**config.mk**
```make
export PLATFORM = sky130hd
export DESIGN_NAME = muldiv_ctrl
export DESIGN_NICKNAME = d
export VERILOG_FILES = /design/src/rtl/muldiv_pkg.sv /design/src/rtl/muldiv_cnt.sv /design/src/rtl/muldiv_ctrl.sv
export SDC_FILE = /design/constraint.sdc
export NUM_CORES = 1
export LEC_CHECK = 0
export BUFFER_PORTS_ARGS = -buffer_cell sky130_fd_sc_hd__buf_2
export CAP_MARGIN = 10
export CORE_AREA = 4 4 103 105
export CTS_BUF_LIST = sky130_fd_sc_hd__clkbuf_16
export DETAILED_ROUTE_END_ITERATION = 8
export DIE_AREA = 0 0 107 109
export HOLD_SLACK_MARGIN = 0.06
export MAX_ROUTING_LAYER = met4
export PLACE_DENSITY = 0.81
export RECOVER_POWER = 50
export SYNTH_ARGS = -nofsm -noshare
export SYNTH_HDL_FRONTEND = slang
export SYNTH_HIERARCHICAL = 1
export SYNTH_SLANG_ARGS = --single-unit
```
**constraint.sdc**
```tcl
create_clock -name clk -period 3.03 [get_ports clk]
set_input_delay 0.7575 -clock clk [delete_from_list [all_inputs] [get_ports clk]]
set_output_delay 0.7575 -clock clk [all_outputs]
set_load 0.01 [all_outputs]
```
**src/rtl/muldiv_pkg.sv**
```systemverilog
// Shared definitions for the mult/div execute-stage sequencer.
// Optional build macro: MULDIV_DIV0_BYPASS_EN (divide-by-zero bypass).
package muldiv_pkg;

  typedef enum logic [1:0] {
    IDLE     = 2'd0,
    DIV_BUSY = 2'd1,
    MUL_BUSY = 2'd2,
    DONE     = 2'd3
  } state_e;

  localparam int          HILO_W  = 64;
  localparam logic [31:0] DIV0_LO = 32'hFFFF_FFFF;

  function automatic int cnt_width(input int max_val);
    return (max_val < 2) ? 1 : $clog2(max_val + 1);
  endfunction

endpackage

```
**src/rtl/muldiv_cnt.sv**
```systemverilog
// Saturating busy-cycle counter: clear wins over enable, sticks at all-ones.
module muldiv_cnt #(
  parameter int W = 4
) (
  input  logic         clk,
  input  logic         rst,
  input  logic         clr,
  input  logic         en,
  output logic [W-1:0] cnt
);

  logic [W-1:0] cnt_q, cnt_d;

  always_comb begin
    cnt_d = cnt_q;
    if (clr)                     cnt_d = '0;
    else if (en && cnt_q != '1)  cnt_d = cnt_q + 1'b1;
  end

  always_ff @(posedge clk) begin
    if (!rst) cnt_q <= '0;
    else      cnt_q <= cnt_d;
  end

  assign cnt = cnt_q;

endmodule

```
**src/rtl/muldiv_ctrl.sv**
```systemverilog
// E-stage sequencer for the iterative divider and pipelined multiplier.
// Build macro MULDIV_DIV0_BYPASS_EN: divide-by-zero skips the divider.
module muldiv_ctrl
  import muldiv_pkg::*;
#(
  parameter int MUL_LATENCY = 2,
  parameter int DIV_TIMEOUT = 40
) (
  input  logic              clk,
  input  logic              rst,
  input  logic              op_validE,
  input  logic              op_is_divE,
  input  logic              op_signE,
  input  logic [31:0]       src_aE,
  input  logic [31:0]       src_bE,
  input  logic              flushE,
  input  logic              stallM,
  output logic              div_start,
  output logic              div_sign,
  input  logic              div_ready,
  input  logic [HILO_W-1:0] div_result,
  output logic              div_abort,
  output logic              mul_start,
  output logic              mul_sign,
  input  logic [HILO_W-1:0] mul_result,
  output logic              muldiv_stallE,
  output logic              hilo_we,
  output logic [HILO_W-1:0] hilo_wdata
);

  localparam int CNT_MAX = (MUL_LATENCY > DIV_TIMEOUT) ? MUL_LATENCY : DIV_TIMEOUT;
  localparam int CNT_W   = cnt_width(CNT_MAX);
  localparam logic [CNT_W-1:0] MUL_LAT_C = CNT_W'(MUL_LATENCY);
  localparam logic [CNT_W-1:0] DIV_TO_C  = CNT_W'(DIV_TIMEOUT);

  state_e            state_q, state_d;
  logic [HILO_W-1:0] result_q, result_d;
  logic              sign_q, sign_d;
  logic              is_div_q, is_div_d;
  logic              accept;
  logic              cnt_clr, cnt_en;
  logic [CNT_W-1:0]  cnt;

  muldiv_cnt #(.W(CNT_W)) u_cnt (
    .clk (clk),
    .rst (rst),
    .clr (cnt_clr),
    .en  (cnt_en),
    .cnt (cnt)
  );

`ifndef MULDIV_DIV0_BYPASS_EN
  // Operands feed the units directly; only the bypass build reads them here.
  logic operands_unused;
  assign operands_unused = ^{src_aE, src_bE};
`endif

  always_comb begin
    state_d       = state_q;
    result_d      = result_q;
    sign_d        = sign_q;
    is_div_d      = is_div_q;
    div_start     = 1'b0;
    mul_start     = 1'b0;
    div_abort     = 1'b0;
    hilo_we       = 1'b0;
    muldiv_stallE = 1'b1;
    cnt_clr       = 1'b1;
    cnt_en        = 1'b0;
    accept        = 1'b0;

    unique case (state_q)
      IDLE: begin
        muldiv_stallE = 1'b0;
        if (rst && op_validE && !flushE) begin
          accept        = 1'b1;
          muldiv_stallE = 1'b1;
          sign_d        = op_signE;
          is_div_d      = op_is_divE;
          if (op_is_divE) begin
`ifdef MULDIV_DIV0_BYPASS_EN
            if (src_bE == '0) begin
              result_d = {src_aE, DIV0_LO};
              state_d  = DONE;
            end else begin
              div_start = 1'b1;
              state_d   = DIV_BUSY;
            end
`else
            div_start = 1'b1;
            state_d   = DIV_BUSY;
`endif
          end else begin
            mul_start = 1'b1;
            state_d   = MUL_BUSY;
          end
        end
      end
      MUL_BUSY: begin
        cnt_clr = 1'b0;
        cnt_en  = 1'b1;
        if (flushE) begin
          state_d = IDLE;
        end else if (cnt == MUL_LAT_C) begin
          result_d = mul_result;
          state_d  = DONE;
        end
      end
      DIV_BUSY: begin
        cnt_clr = 1'b0;
        cnt_en  = 1'b1;
        // Flush beats a coincident div_ready.
        if (flushE) begin
          div_abort = 1'b1;
          state_d   = IDLE;
        end else if (div_ready) begin
          result_d = div_result;
          state_d  = DONE;
        end else if (DIV_TIMEOUT != 0 && cnt == DIV_TO_C) begin
          result_d = '0;
          state_d  = DONE;
        end
      end
      DONE: begin
        if (flushE) begin
          state_d = IDLE;
        end else if (!stallM) begin
          hilo_we       = 1'b1;
          muldiv_stallE = 1'b0;
          state_d       = IDLE;
        end
      end
      default: state_d = IDLE;
    endcase

    // Sign qualifiers are valid alongside the start pulse and held until retire.
    div_sign = (accept &&  op_is_divE) ? op_signE : (state_q != IDLE &&  is_div_q && sign_q);
    mul_sign = (accept && !op_is_divE) ? op_signE : (state_q != IDLE && !is_div_q && sign_q);
  end

  always_ff @(posedge clk) begin
    if (!rst) begin
      state_q  <= IDLE;
      result_q <= '0;
      sign_q   <= 1'b0;
      is_div_q <= 1'b0;
    end else begin
      state_q  <= state_d;
      result_q <= result_d;
      sign_q   <= sign_d;
      is_div_q <= is_div_d;
    end
  end

  assign hilo_wdata = result_q;

endmodule

```
* After elaboration in Yosys (flattened, before gate mapping)
Index checks and enable logic that the tools add are counted.
Word-level totals: bits in registers 74, bits in latches 0, memory bits (writable) 0, ROM bits 0, input port bits 200, output and inout port bits 71, memories 0
Operators by class: add/sub/neg operators 1, multiply operators 0, div/mod/pow operators 0, order comparisons 0, eq/ne operators 14, shift-type cells 0, mux-type cells 35, bitwise logic cells 0, reductions and logical operators 20
Operators with widths (number):
- $mux W64 | 5
- $pmux W64 S2 | 1
- $mux W1 | 18
- $mux W2 | 9
- $logic_and A1 B1 Y1 | 9
- $ne A3 B3 Y1 const B | 3
- $ne A2 B2 Y1 const B | 4
- $pmux W2 S4 | 1
- $add A6 B1 Y6 const B | 1
- $eq A6 B2 Y1 const B | 1
- $eq A6 B6 Y1 const B | 1
- $ne A6 B6 Y1 const B | 1
- $reduce_and A5 Y1 | 1
- $eq A2 B2 Y1 const B | 2
- $ne A4 B4 Y1 const B | 1
- $reduce_and A2 Y1 | 2
- $reduce_and A4 Y1 | 1
- $reduce_bool A2 Y1 | 2
- $logic_not A1 Y1 | 3
- $eq A2 B1 Y1 const B | 1
- $logic_not A2 Y1 | 1
- $pmux W1 S2 | 1
- $reduce_or A2 Y1 | 1

* Depth between registers and ports, before layout
depth after elaboration 6, depth in mapped cells 8

* By module
The synthesis kept the hierarchy.
By module, submodules not included:
- muldiv_ctrl | instances 1, cells an instance 354, area an instance 3514.6 µm², seq. area each 1361.3 µm²
- muldiv_cnt | instances 1, cells an instance 35, area an instance 317.8 µm², seq. area each 120.1 µm²

* Worst setup path before layout
Ideal clock, no wire load.
kind in2out, from input port flushE, to output port div_sign, arrival time 1757 ps, required time 2273 ps, slack 515 ps, cell stages on the path 5, path buffers 1, cell sequence buf_2 nand4b_1 or2_1 inv_1 a32o_1
On the way: cells in the longest elaborated chain, start to end 6
Ends and longest elaborated chain:
- start: declaration | RTL line muldiv_ctrl.sv:16 | input logic flushE,
- $logic_not A1 Y1 | RTL line muldiv_ctrl.sv:75 | if (rst && op_validE && !flushE) begin
- $logic_and A1 B1 Y1 | RTL line muldiv_ctrl.sv:75
- $mux W1 | RTL line muldiv_ctrl.sv:75
- $mux W1 | RTL line muldiv_ctrl.sv:72 | unique case (state_q)
- $logic_and A1 B1 Y1 | RTL line muldiv_ctrl.sv:137 | div_sign = (accept && op_is_divE) ? op_signE : (state_q != IDLE && is_div_q && sign_q);
- $mux W1 | RTL line muldiv_ctrl.sv:137
- end: declaration | RTL line muldiv_ctrl.sv:19 | output logic div_sign,
Every way passes these cells.

* Final worst setup path
from register state_q[0], to output port div_sign
On the way: cells in the longest elaborated chain, start to end 4
Ends and longest elaborated chain:
- start: declaration | RTL line muldiv_ctrl.sv:36 | state_e state_q, state_d;
- start signal: assignment | RTL line muldiv_ctrl.sv:148 | state_q <= state_d;
- $logic_not A2 Y1 / $reduce_bool A2 Y1 (equally long branches) | RTL line muldiv_ctrl.sv:72, muldiv_ctrl.sv:137
- $mux W1 / $logic_and A1 B1 Y1 (equally long branches) | RTL line muldiv_ctrl.sv:72, muldiv_ctrl.sv:137
- $logic_and A1 B1 Y1 | RTL line muldiv_ctrl.sv:137
- $mux W1 * | RTL line muldiv_ctrl.sv:137
Every way passes the cells marked *; elsewhere a longest branch is shown, timed or not.

==> metrics.json <==
{
  "placement": {
    "place_worst_setup_slack_ns": 0.549,
    "post-dp-hpwl_um": 8150,
    "number_of_port_buffers": 206,
    "gp_routability_congestion": 0.853
  },
  "synthesis": {
    "async_flop_share_pct": 0,
    "synth_sequential_area_ratio_pct": 38.7,
    "synth_flop_cell": "sky130_fd_sc_hd__dfxtp_1",
    "post-synth-top-area-cell": "sky130_fd_sc_hd__dfxtp_1",
    "ys.warnings.count": 6,
    "synth-edff-count": 0,
    "synth_seq_cells": 74,
    "mappedNetlistArea_um2": 3830,
    "synthesis.area_per_instance_um2": 9.85,
    "post_synth_main_area_contributors": "sky130_fd_sc_hd__dfxtp_1, sky130_fd_sc_hd__o211a_1, sky130_fd_sc_hd__a22oi_1",
    "netlist-cell-type-count": 47,
    "syn-num-nets": 594,
    "synth.most_common_cell": "sky130_fd_sc_hd__dfxtp_1",
    "synth_top_cells_by_count": "sky130_fd_sc_hd__dfxtp_1, sky130_fd_sc_hd__nand3_1, sky130_fd_sc_hd__o211a_1, sky130_fd_sc_hd__a22oi_1, sky130_fd_sc_hd__clkbuf_1",
    "postSynthCellCount": 389,
    "synth_largest_type_area_fraction_pct": 38.7
  },
  "timing": {
    "setup-tns-final_ns": 0,
    "hold_violations": 0,
    "setup_viol": 0,
    "worst_hold_slack_ns": 0.485,
    "final.setup_skew_ns": 0.00791,
    "timing.final.ws_setup_ns": 0.492,
    "post-route-period-util_pct": 83.8,
    "period_minus_slack_ns": 2.54,
    "max_clock_freq_ghz": 0.394,
    "timing_worst_slew_pin_value_ns": 1.37,
    "report.final.slew_viol_count": 0,
    "worst_slew_margin_rel_pct": 8.86,
    "grt_setup_unrepaired": "no"
  },
  "floorplanning": {
    "boundaryPins": 271,
    "x_dimension_of_the_die_um": 107,
    "floorplan.rows": 36,
    "die_height_um": 109,
    "full_die_area_um2": 11700,
    "initial_core_util_pct": 39.8,
    "fp.coreArea_um2": 9640
  },
  "cts": {
    "cts.clk_slew.worst_paths_ns": 0.06,
    "worstSkewPairLatency_ns": 0.32,
    "numCtsBuffers": 9,
    "post_cts_buffers": 0,
    "cts.sinks": 74,
    "cts_hold_repair.buffers": 0,
    "ctsResizeCount": 0,
    "cts-htree-levels": 3,
    "clock_tree.buffer_depth": 2,
    "tritoncts": "yes",
    "clock-root-buffer": "sky130_fd_sc_hd__clkbuf_16"
  },
  "finish": {
    "share_of_post_route_cells_with_drive_strength_above_1_pct": 30.1,
    "antenna_cells": 0,
    "syn_to_final_growth_pct": 30.1,
    "finish.utilization_pct": 51.7,
    "n_fill_cell": 966,
    "layout.nets": 775
  },
  "grt": {
    "number_of_global_route_vias_before_repair": 3889,
    "grt.total_usage_pct": 19.2,
    "number_of_antenna_violations_at_the_first_check_in_global_routing": 0,
    "overflow": 0,
    "grt_first_pass_wirelength_um": 17700,
    "grt_start_max_net_pins": 71
  },
  "pwr": {
    "p_leak_uw": 0.00278,
    "seq_power_share_pct": 41.1,
    "combPwrFrac_pct": 19.5,
    "switching_share_pct": 27.2,
    "power_density_nw_per_um2": 516,
    "power.switching_uw": 701,
    "p_int_uw": 1870,
    "p_clk_share_pct": 39.4,
    "peakVddDrop_mv": 0.248
  },
  "critical_path": {
    "cell_by_cell_trace_of_the_critical_path": "inv_1 -> ha_1 -> nand4b_1 -> or2_1 -> inv_1 -> a32o_1 -> buf_2",
    "critical-path-top-cell-by-count": "sky130_fd_sc_hd__inv_1",
    "worstPathRequired_ns": 2.27,
    "cp_max_delay_cell": "sky130_fd_sc_hd__dfxtp_1",
    "critPathKind": "flip-flop to output pin",
    "worst_setup_path_start_kind": "flip-flop",
    "crit_path_arrival_time_ns": 1.78,
    "type_of_element_capturing_the_critical_path": "output pin",
    "timing.critical_path.fanout_max": 5,
    "critPathBufInv": 3,
    "worst_path_largest_cell_delay_ns": 0.40,
    "cp_top_family": "flip-flops"
  },
  "route": {
    "vias_per_cell": 5.56,
    "drt_pass1_iterations": 5,
    "detail_route.drc_violations": 0,
    "antenna_left": 0,
    "dr_total_vias": 3937,
    "drt_iter0_drc": 298,
    "wirelength_um": 11300,
    "routed_wire_length_per_instance_um": 15.9
  },
  "status": {
    "status": "finished, final reports clean"
  },
  "run": {
    "max_cap_viol_count": 0
  },
  "min_path": {
    "hold_path_class": "flip-flop to flip-flop"
  }
}
==> worst paths after layout <==
check              from       endpoint  slack, ns  cells past startpoint
max reg2reg  state_q[1]  hilo_wdata[3]       0.79                      6
min            is_div_q       is_div_q       0.48                      2
min reg2reg    is_div_q       is_div_q       0.48                      2
max          state_q[0]       div_sign       0.49                      7
==> cell families (layout without fill, tap and decap cells) <==
logic type	after synthesis	count (layout)	synth area share, %
adder cells (fa/ha/maj)	5	5	1.63
flip-flops	74	74	38.7
buffers and inverters	53	239	9.63
AO/OA/AOI/OAI	155	155	34.8
AND/OR/NAND/NOR	99	99	14.5
multiplexers	3	3	0.784
==> per-layer routing <==
layer	up-vias	part of all wire [%]	global-route usage, %
li1	1892	-	-
met1	1850	41	21.2
met2	189	50	34.2
met3	6	7.9	4.44
met4	0	0.78	6.30
met5	-	0	-
==> through the flow <==
step                      area [um2]  total power, uW  std cells
after global routing            4990             2700        708
after floorplan                 3830             1410        389
after global placement          4780             1570        692
after CTS                       5070             2620        708
after detailed placement        4780             1590        692
final                           4990             2570        708
==> worst min-delay path: stages (launching register included) <==
cell and delay, ns:
sky130_fd_sc_hd__dfxtp_1 0.32, sky130_fd_sc_hd__nand2_1 0.06, sky130_fd_sc_hd__a21boi_1 0.06
==> area by class of cell <==
cell class	count	area, um2	area share, %
Inverter	9	33.8	0.678
Sequential cell	74	1480	29.7
Clock inverter	7	61.3	1.23
Timing Repair Buffer	214	1020	20.5
Tap cell	133	166	3.34
Multi-Input combinational cell	262	2000	40.1
Clock buffer	9	225	4.52
==> state kept, by name, summed over array words and instances, names as in the netlist <==
signal,count
hilo_wdata,64
u_cnt/cnt,6
state_q,2
is_div_q,1
sign_q,1
==> power by group through the flow <==
stage               sequential, uW  combinational, uW  clock (uW)
floorplan                     1100                316           0
global placement              1070                499           0
detailed placement            1080                514           0
CTS                           1060                516        1050
global route                  1060                556        1080
finish                        1060                502        1010
==> cells in the final DEF, fill, tap and decap left out, types with 2 or more instances in the layout <==
master,netlist,final
sky130_fd_sc_hd__buf_2,12,141
sky130_fd_sc_hd__dfxtp_1,74,74
sky130_fd_sc_hd__nand3_1,66,66
sky130_fd_sc_hd__clkbuf_1,13,65
sky130_fd_sc_hd__o211a_1,64,64
sky130_fd_sc_hd__a22oi_1,63,63
sky130_fd_sc_hd__clkbuf_16,0,9
sky130_fd_sc_hd__inv_1,7,8
sky130_fd_sc_hd__buf_4,11,6
sky130_fd_sc_hd__nand2_1,5,5
sky130_fd_sc_hd__ha_1,5,5
sky130_fd_sc_hd__o21ai_0,4,4
sky130_fd_sc_hd__nor2b_1,4,4
sky130_fd_sc_hd__a211oi_1,4,4
sky130_fd_sc_hd__mux2i_1,3,3
sky130_fd_sc_hd__a21oi_1,3,3
sky130_fd_sc_hd__nand2b_1,3,3
sky130_fd_sc_hd__and2_1,3,2
sky130_fd_sc_hd__inv_2,2,2
sky130_fd_sc_hd__a32o_1,2,2
sky130_fd_sc_hd__nand3b_1,2,2
sky130_fd_sc_hd__nand4bb_1,2,2
sky130_fd_sc_hd__o22ai_4,0,2
sky130_fd_sc_hd__o211ai_1,2,2
sky130_fd_sc_hd__clkinv_1,0,2
sky130_fd_sc_hd__clkinvlp_4,0,2
sky130_fd_sc_hd__and3_1,2,2
sky130_fd_sc_hd__a311oi_1,2,2
sky130_fd_sc_hd__a31oi_1,2,2
(Power assumes the default switching activity.)
